File: src/rtl/fetch_redirect_controller.sv
`default_nettype none
// ============================================================================
// Module  : fetch_redirect_controller
// Purpose : Arbitrates trap/branch/jump PC redirects and sequences the fetch PC.
// Revision: 1.0
// ============================================================================
module fetch_redirect_controller #(
    parameter int XLEN         = 32,
    parameter int NUM_STAGES   = 7,
    parameter int J_FLUSH      = 3,
    parameter int B_FLUSH      = 5,
    parameter int DRAIN_CYCLES = 4,
    parameter int CNT_W        = 16
) (
    input  logic                  clk_i,
    input  logic                  rst_ni,
    input  logic                  hazard_stall_i,
    input  logic                  imem_ready_i,
    input  logic                  jump_req_i,
    input  logic [XLEN-1:0]       jump_target_i,
    input  logic                  branch_req_i,
    input  logic [XLEN-1:0]       branch_target_i,
    input  logic                  trap_req_i,
    input  logic [XLEN-1:0]       trap_vector_i,
    output logic                  pc_stall_o,
    output logic                  pc_load_o,
    output logic [XLEN-1:0]       redirect_target_o,
    output logic [NUM_STAGES-1:0] flush_mask_o,
    output logic                  trap_ack_o,
    output logic [CNT_W-1:0]      redirect_count_o
);

    typedef enum logic [1:0] {S_RUN, S_REDIRECT, S_TRAP_DRAIN} state_e;
    typedef enum logic [1:0] {SRC_NONE, SRC_JUMP, SRC_BRANCH, SRC_TRAP} src_e;

    localparam logic [NUM_STAGES-1:0] J_MASK     = NUM_STAGES'((64'd1 << J_FLUSH) - 64'd1);
    localparam logic [NUM_STAGES-1:0] B_MASK     = NUM_STAGES'((64'd1 << B_FLUSH) - 64'd1);
    localparam logic [3:0]            DRAIN_INIT = 4'(DRAIN_CYCLES);

    state_e            state_q, state_d;
    src_e              src_q, src_d;
    logic [XLEN-1:0]   pend_q, pend_d;
    logic [XLEN-1:0]   last_q;
    logic [3:0]        drain_q, drain_d;
    logic [CNT_W-1:0]  count_q, count_d;

    logic                  stall_c;
    logic                  load_c;
    logic                  ack_c;
    logic [NUM_STAGES-1:0] flush_c;

    always_comb begin
        state_d = state_q;
        src_d   = src_q;
        pend_d  = pend_q;
        drain_d = drain_q;
        count_d = count_q;
        stall_c = 1'b0;
        load_c  = 1'b0;
        ack_c   = 1'b0;
        flush_c = '0;
        case (state_q)
            S_RUN: begin
                stall_c = hazard_stall_i | ~imem_ready_i;
                if (trap_req_i) begin
                    pend_d  = trap_vector_i;
                    src_d   = SRC_TRAP;
                    drain_d = DRAIN_INIT;
                    state_d = S_TRAP_DRAIN;
                end else if (branch_req_i) begin
                    pend_d  = branch_target_i;
                    src_d   = SRC_BRANCH;
                    state_d = S_REDIRECT;
                end else if (jump_req_i) begin
                    pend_d  = jump_target_i;
                    src_d   = SRC_JUMP;
                    state_d = S_REDIRECT;
                end
            end
            S_REDIRECT: begin
                case (src_q)
                    SRC_JUMP:   flush_c = J_MASK;
                    SRC_BRANCH: flush_c = B_MASK;
                    SRC_TRAP:   flush_c = '1;
                    default:    flush_c = '0;
                endcase
                load_c  = imem_ready_i;
                stall_c = ~imem_ready_i;
                if (imem_ready_i) begin
                    if (count_q != '1) begin
                        count_d = count_q + CNT_W'(1);
                    end
                    ack_c   = (src_q == SRC_TRAP);
                    src_d   = SRC_NONE;
                    state_d = S_RUN;
                end else if (trap_req_i && src_q != SRC_TRAP) begin
                    pend_d  = trap_vector_i;
                    src_d   = SRC_TRAP;
                    drain_d = DRAIN_INIT;
                    state_d = S_TRAP_DRAIN;
                end else if (branch_req_i && src_q == SRC_JUMP) begin
                    // Equal/lower priority requests come from the wrong path and are dropped.
                    pend_d  = branch_target_i;
                    src_d   = SRC_BRANCH;
                end
            end
            S_TRAP_DRAIN: begin
                stall_c = 1'b1;
                drain_d = drain_q - 4'd1;
                if (drain_q <= 4'd1) begin
                    state_d = S_REDIRECT;
                end
            end
            default: begin
                state_d = S_RUN;
                src_d   = SRC_NONE;
            end
        endcase
    end

    always_ff @(posedge clk_i or negedge rst_ni) begin
        if (!rst_ni) begin
            state_q <= S_RUN;
            src_q   <= SRC_NONE;
            pend_q  <= '0;
            last_q  <= '0;
            drain_q <= '0;
            count_q <= '0;
        end else begin
            state_q <= state_d;
            src_q   <= src_d;
            pend_q  <= pend_d;
            drain_q <= drain_d;
            count_q <= count_d;
            if (load_c) begin
                last_q <= pend_q;
            end
        end
    end

    // Combinational outputs are forced low while reset is asserted.
    assign pc_stall_o        = rst_ni & stall_c;
    assign pc_load_o         = rst_ni & load_c;
    assign trap_ack_o        = rst_ni & ack_c;
    assign flush_mask_o      = rst_ni ? flush_c : '0;
    assign redirect_target_o = pc_load_o ? pend_q : last_q;
    assign redirect_count_o  = count_q;

endmodule
`default_nettype wire
File: config.mk
export PLATFORM = sky130hd
export DESIGN_NAME = fetch_redirect_controller
export DESIGN_NICKNAME = d
export VERILOG_FILES = /design/src/rtl/fetch_redirect_controller.sv
export SDC_FILE = /design/constraint.sdc
export NUM_CORES = 1
export LEC_CHECK = 0
export BUFFER_PORTS_ARGS = -buffer_cell sky130_fd_sc_hd__buf_2
export CAP_MARGIN = 20
export CORE_MARGIN = 1.5
export CORE_UTILIZATION = 55
export DETAILED_ROUTE_END_ITERATION = 12
export GPL_TIMING_DRIVEN = 0
export PLACE_DENSITY = 0.86
export SETUP_SLACK_MARGIN = 0.15
export SKIP_CTS_REPAIR_TIMING = 1
export SLEW_MARGIN = 20
export SYNTH_ARGS = -nofsm -noshare
export SYNTH_HDL_FRONTEND = slang
export SYNTH_SLANG_ARGS = --single-unit
File: constraint.sdc
create_clock -name clk_i -period 3.2 [get_ports clk_i]
set_input_delay 0.64 -clock clk_i [delete_from_list [all_inputs] [get_ports clk_i]]
set_output_delay 0.64 -clock clk_i [all_outputs]
set_load 0.02 [all_outputs]
==> metrics.md, run 1 <==
| Metric | Value |
|---|---|
| Status | complete, no violations |
| Hold Vio Cnt, Final | 0 |
| Syn-to-layout area delta | 24.06% |
| DIE HEIGHT | 95.76 um |
| Grt total ovfl | 0 |
| Busiest grt layer | met2 |
| PortBufs | 158 |
| First-pass GRT wire length | 19440 um |
| Core area | 8258 um2 |
| Worst-path maximum fanout | 10 |
| Switching power of the nets | 2.204 mW |
| GR Layer Usage met3 | 4.581% |
| Internal reg-to-reg setup slack | 1.09 ns |
| Final antenna-violating net count | 0 |
| Global routing usage on met1 | 37.02% |
| Fin crit period | 2.856 ns |
| Synth warn | 0 |
| Initial Utilization | 57.30% |
| Drt first pass iters | 4 |
| Clock Sink Count | 88 |
| Max_cap viols | 0 |
| CTS tree | done |
| Worst Hold Class | input port to asynchronous set/reset pin |
| Syn_nets | 560 |
| Peak supply drop | 0.4601 mV |
| RSZ-0062 raised after global routing | false |
| Slew Viols, Final | 0 |
| H-tree Lvls | 3 |
| WL final | 12420 um |
| Post-synth cell types | 47 |
| All-layer global routing usage | 27.79% |
| Clock network power share | 13.8% |
| Ant diodes | 0 |
| Cells after synthesis | 454 |
| Layout cell share with drive strength beyond 1 | 42.45% |
| DRC | 0 |
| Fillers | 642 |
| Switching portion of total power | 42.09% |
| NumNets Final | 730 |
| Actual slew at the worst max-slew pin | 0.6513 ns |
| I/O pins | 161 |
| CTS clk-pin slew, worst paths | 0.09 ns |
| Vias in the first global route | 4176 |
| Worst path required time | 2.56 ns |
| TNS Setup | 0 ns |
| Yosys top cell area share | 46.54% |
| Hold WS | 0.1256 ns |
| Mapped cell area | 4732 um2 |
| Via count | 4316 |
| FF-to-FF End | pend_q[30] |
| Sequential-to-total area share from yosys stat | 46.54% |
| Seq cells post-synth | 88 |
| Initial antenna violation count | 0 |
| Synth Flop Type | dfrtp_1 |
| Gate power share | 49.2% |
| Chip width | 95.76 um |
| F_max | 350.2 MHz |
| Critical Path End Type | primary output |
| Syn avg cell area | 10.42 um2 |
| Initial drt markers | 251 |
| Leakage | 2.711 nW |
| Finished Core Util | 71.09% |
| Tot Pwr | 5.236 mW |
| Slew margin rel. | 56.18% |
| Internal power | 3.033 mW |
| Final Setup Violations | 0 |
| FP Rows | 33 |
| Register share of total power | 37.0% |
| Yosys top cell by area | dfrtp_1 |
| Die Area | 9169 um2 |
| Met2 Use GR | 45.77% |
| WP data arrival | 2.22 ns |
| Synth top area cells | dfrtp_1 47%, mux2_2 16%, a21oi_1 4.2% |
| Asr flop ratio synth | 100.0% |
| CP Launch Type | register |
| Clock Path Buffers | 2 |
| EDFF count, synth | 0 |
| Reg2reg path depth | 6 |
| Worst clock skew | 0.009538 ns |
| Num CTS Buffers | 9 |
| Gpl congestion | 0.8880 |
| Avg WL per Cell | 16.93 um |
| Worst-skew pair later-pin latency | 0.37 ns |
| Pwr/cell area | 892.0 nW/um2 |
| Dpl hpwl | 9140 um |
| Root Buffer | clkbuf_8 |
| Final WS setup | 0.3443 ns |
| R2R Path Start | state_q[0] |
| Number of vias per cell | 5.880 |
| Largest net degree at the start of global routing | 49 |
| DP Worst Slack | 0.02267 ns |
| Worst Path Class, Setup | register to primary output |
| Fin crit share | 89.24% |
==> cell families after synthesis <==
kind of cell,share of synthesized area (%)
compound gates,19.59
xor+xnor,2.406
fa+ha+maj,0.7933
buf+inv,4.389
flops,46.54
mux,16.63
simple gates,9.651
==> per-layer routing <==
metal	share of wire (%)	vias to the layer above	wire, um
li1	-	2026	-
met1	43	2091	5367
met2	49	186	6121
met3	6.1	13	763
met4	1.4	0	170
met5	0	-	0
==> cell usage in the layout (no fill, tap or decap), types with 2 or more instances in the layout <==
| cell type | instances |
|---|---|
| buf_12 | 2 |
| nor3b_1 | 2 |
| o22ai_1 | 12 |
| nand3_1 | 8 |
| buf_2 | 164 |
| clkinvlp_4 | 3 |
| clkbuf_8 | 10 |
| nand4_1 | 4 |
| dfrtp_1 | 88 |
| or2_2 | 3 |
| ha_1 | 3 |
| nor2_1 | 21 |
| o31ai_1 | 13 |
| clkbuf_1 | 27 |
| buf_4 | 6 |
| nor3_1 | 6 |
| xor2_1 | 8 |
| o21ai_0 | 38 |
| nor2b_1 | 2 |
| nor4_1 | 2 |
| a31oi_1 | 24 |
| nand2_1 | 14 |
| xnor2_1 | 5 |
| a22oi_1 | 21 |
| a21oi_1 | 40 |
| mux2_2 | 69 |
| inv_1 | 8 |
| a21o_1 | 2 |
==> flip-flops by register name (all words and copies together) (netlist names) <==
signal / count
redirect_count_o: 16
state_q: 2
pend_q: 32
src_q: 2
last_q: 32
drain_q: 4
==> worst max-delay path, cell delays in order, from the launching register on <==
cell and delay (ns):
dfrtp_1 0.42, buf_4 0.19, and2b_4 0.19, nand3_2 0.18, buf_2 0.32, mux2_2 0.39
buf_2 0.16
==> metrics by stage <==
stage,instances,instance area [um2]
global route,734,5871
CTS,734,5858
global placement,717,5654
finish,734,5871
detailed placement,718,5677
floorplan,454,4732
==> cell type report <==
cell class / instances / area, um2 / share of cell area, %
Timing Repair Buffer: 159 / 825.8 / 14.07
Sequential cell: 88 / 2202 / 37.51
Inverter: 8 / 30.03 / 0.5115
Multi-Input combinational cell: 319 / 2322 / 39.56
Tap cell: 105 / 131.4 / 2.238
Clock buffer: 11 / 141.4 / 2.408
Buffer: 39 / 177.7 / 3.026
Clock inverter: 5 / 40.04 / 0.6820
==> Yosys cell counts (2+ instances only) <==
cell type	number
dfrtp_1	88
mux2_2	69
a21oi_1	40
o21ai_0	38
clkbuf_1	26
a31oi_1	24
a22oi_1	21
nor2_1	21
nand2_1	14
o31ai_1	13
o22ai_1	12
inv_1	8
nand3_1	8
xor2_1	8
buf_2	7
buf_4	6
nor3_1	6
xnor2_1	5
nand4_1	4
ha_1	3
or2_2	3
a21o_1	2
nor2b_1	2
nor3b_1	2
nor4_1	2
==> worst max-delay path by stage <==
stage / startpoint / to
2_1_floorplan: imem_ready_i / redirect_target_o[10]
3_3_place_gp: rst_ni / redirect_target_o[6]
3_5_place_dp: rst_ni / redirect_target_o[6]
4_1_cts: rst_ni / redirect_target_o[11]
5_1_grt: rst_ni / redirect_target_o[11]
6_report: state_q[0] / redirect_target_o[11]
==> power groups by stage <==
| stage | combinational [mW] | clock [mW] | sequential, mW |
|---|---|---|---|
| after floorplan | 1.84 | 0 | 1.88 |
| after global placement | 2.48 | 0 | 1.89 |
| after detailed placement | 2.56 | 0 | 1.94 |
| after CTS | 2.57 | 0.731 | 1.93 |
| after global routing | 2.81 | 0.776 | 1.99 |
| final | 2.58 | 0.725 | 1.93 |
(Power assumes the default switching activity.)
==> run 2, diff against run 1 <==
--- a/config.mk
+++ b/config.mk
@@ -11,7 +11,7 @@
 export CORE_UTILIZATION = 55
 export DETAILED_ROUTE_END_ITERATION = 12
 export GPL_TIMING_DRIVEN = 0
-export PLACE_DENSITY = 0.86
+export PLACE_DENSITY = 0.89
 export SETUP_SLACK_MARGIN = 0.15
 export SKIP_CTS_REPAIR_TIMING = 1
 export SLEW_MARGIN = 20
==> run 2 against run 1 <==
  * Total power fell by 0.31%
  * Combinational power about the same
  * Count of clock-buffer cells in the layout stayed put
  * First-iteration DRC count fell by 21%
  * Critical path type unchanged
  * Critical endpoint is now redirect_target_o[5]
==> metrics.md, run 2 (synthesis gave the netlist of run 1 again) <==
| Metric | Value |
|---|---|
| Status | complete, no violations |
| I/O pins | 161 (unchanged) |
| Gpl congestion | 0.9053 (+1.9%) |
| H-tree Lvls | 3 (unchanged) |
| Core area | 8258 um2 (unchanged) |
| Worst Hold Class | input port to asynchronous set/reset pin |
| Num CTS Buffers | 9 (unchanged) |
| Hold Vio Cnt, Final | 0 (unchanged) |
| Actual slew at the worst max-slew pin | 0.6571 ns (+0.005747 ns) |
| Peak supply drop | 0.5060 mV (+10%) |
| Slew Viols, Final | 0 (unchanged) |
| Initial drt markers | 199 (-21%) |
| Most common cell after layout, fill and taps aside | buf_2 |
| DRC | 0 (unchanged) |
| NumNets Final | 731 (+0.14%) |
| Finished Core Util | 71.44% (+0.35 points) |
| CTS clk-pin slew, worst paths | 0.09 ns (about the same) |
| Largest net degree at the start of global routing | 56 (+14%) |
| Final WS setup | 0.3450 ns (+0.0007540 ns) |
| Dpl hpwl | 9324 um (+2.0%) |
| Fin crit period | 2.855 ns (-0.0007540 ns) |
| All-layer global routing usage | 27.42% (-0.36 points) |
| Slew margin rel. | 55.79% (-0.39 points) |
| Worst path top cell family by delay | buffers and inverters |
| Initial Utilization | 57.30% (unchanged) |
| RSZ-0062 raised after global routing | false |
| Critical Path End Type | primary output |
| Fillers | 604 (-5.9%) |
| Via count | 4323 (+0.16%) |
| CP most frequent cell | buf_2 |
| Worst Path Class, Setup | register to primary output |
| FP Rows | 33 (unchanged) |
| WP data arrival | 2.21 ns (about the same) |
| Max_cap viols | 0 (unchanged) |
| Instance area at placement | 5684 um2 (+0.13%) |
| PortBufs | 158 (unchanged) |
| Fin crit share | 89.22% (about the same) |
| Avg WL per Cell | 16.86 um (-0.38%) |
| Final Setup Violations | 0 (unchanged) |
| Slowest CP cell | dfrtp_1 |
| DIE HEIGHT | 95.76 um (unchanged) |
| Initial antenna violation count | 1 (+1) |
| Clock Path Buffers | 2 (unchanged) |
| Final antenna-violating net count | 0 (unchanged) |
| Finished Layout Cells | 736 (+0.27%) |
| Worst-path maximum fanout | 10 (unchanged) |
| DP Worst Slack | 0.09469 ns (+0.07202 ns) |
| Layout cell share with drive strength beyond 1 | 42.54% (+0.091 points) |
| Pwr/cell area | 884.9 nW/um2 (-0.80%) |
| Clock Sink Count | 88 (unchanged) |
| CP Cell Sequence | buf_4, and2b_4, nand3_2, buf_2, mux2_2, buf_2 |
| Post-Place Cells | 718 (unchanged) |
| Root Buffer | clkbuf_8 |
| CP bufs+invs | 3 (unchanged) |
| Worst clock skew | 0.007787 ns (-0.001750 ns) |
| CTS tree | done |
| F_max | 350.3 MHz (about the same) |
| Leakage | 2.724 nW (+0.49%) |
| Final Cell Area | 5899 um2 (+0.49%) |
| Number of vias per cell | 5.874 (-0.11%) |
| First-pass GRT wire length | 19230 um (-1.1%) |
| Worst path required time | 2.56 ns (about the same) |
| Chip width | 95.76 um (unchanged) |
| Vias in the first global route | 4044 (-3.2%) |
| Drt first pass iters | 4 (unchanged) |
| WL final | 12410 um (-0.10%) |
| CP Launch Type | register |
| Commonest non-fill, non-tap cells in the layout | 164 x buf_2, 88 x dfrtp_1, 69 x mux2_2 |
| Grt total ovfl | 0 (unchanged) |
| Max incr delay on CP | 0.43 ns (about the same) |
| Syn-to-layout area delta | 24.67% |
| Worst-skew pair later-pin latency | 0.34 ns (-0.03 ns) |
| Die Area | 9169 um2 (unchanged) |
## run 2: metal layers
layer	up-vias	wire [um]	track usage (%)	part of all wire (%)
li1	2033	-	-	-
met1	2078	5202	36.38	42
met2	200	6277	46.48	51
met3	12	798	4.818	6.4
met4	0	132	6.985	1.1
met5	-	0	0	0
## run 2: report_power, final
part,switching (mW),internal [mW]
Sequential,0.331,1.61
Clock,0.400,0.308
Combinational,1.45,1.12
## run 2: layout make-up
type	count	area (um2)	share of cell area [%]
multi-input cells	319	2322	39.36
flip-flops and latches	88	2202	37.33
repair buffers	160	852.1	14.44
plain buffers	39	177.7	3.012
clock buffers	11	141.4	2.397
well taps	105	131.4	2.227
clock inverters	5	40.04	0.6787
inverters	8	30.03	0.5090
diodes	1	2.502	0.04242
## run 2: path summary, 6_finish.rpt
path / startpoint / end / slack, ns / cells after the start
setup / recovery: state_q[0] / redirect_target_o[5] / 0.35 / 6
hold / removal: rst_ni / redirect_count_o[11] / 0.20 / 1
setup reg to reg: state_q[0] / pend_q[18] / 1.10 / 6
hold reg to reg: last_q[12] / last_q[12] / 0.51 / 1
max in group asynchronous: rst_ni / last_q[11] / 2.47 / 2
min in group clk_i: last_q[12] / last_q[12] / 0.51 / 1
## run 2: through the flow
stage / hold WS, ns / setup TNS (ns) / power, mW
after floorplan: 0.3444 / 0 / 3.715
after global routing: 0.1991 / 0 / 5.575
after global placement: 0.4751 / -33.83 / 4.363
after CTS: 0.2569 / 0 / 5.228
after detailed placement: 0.4873 / 0 / 4.516
final: 0.1998 / 0 / 5.220
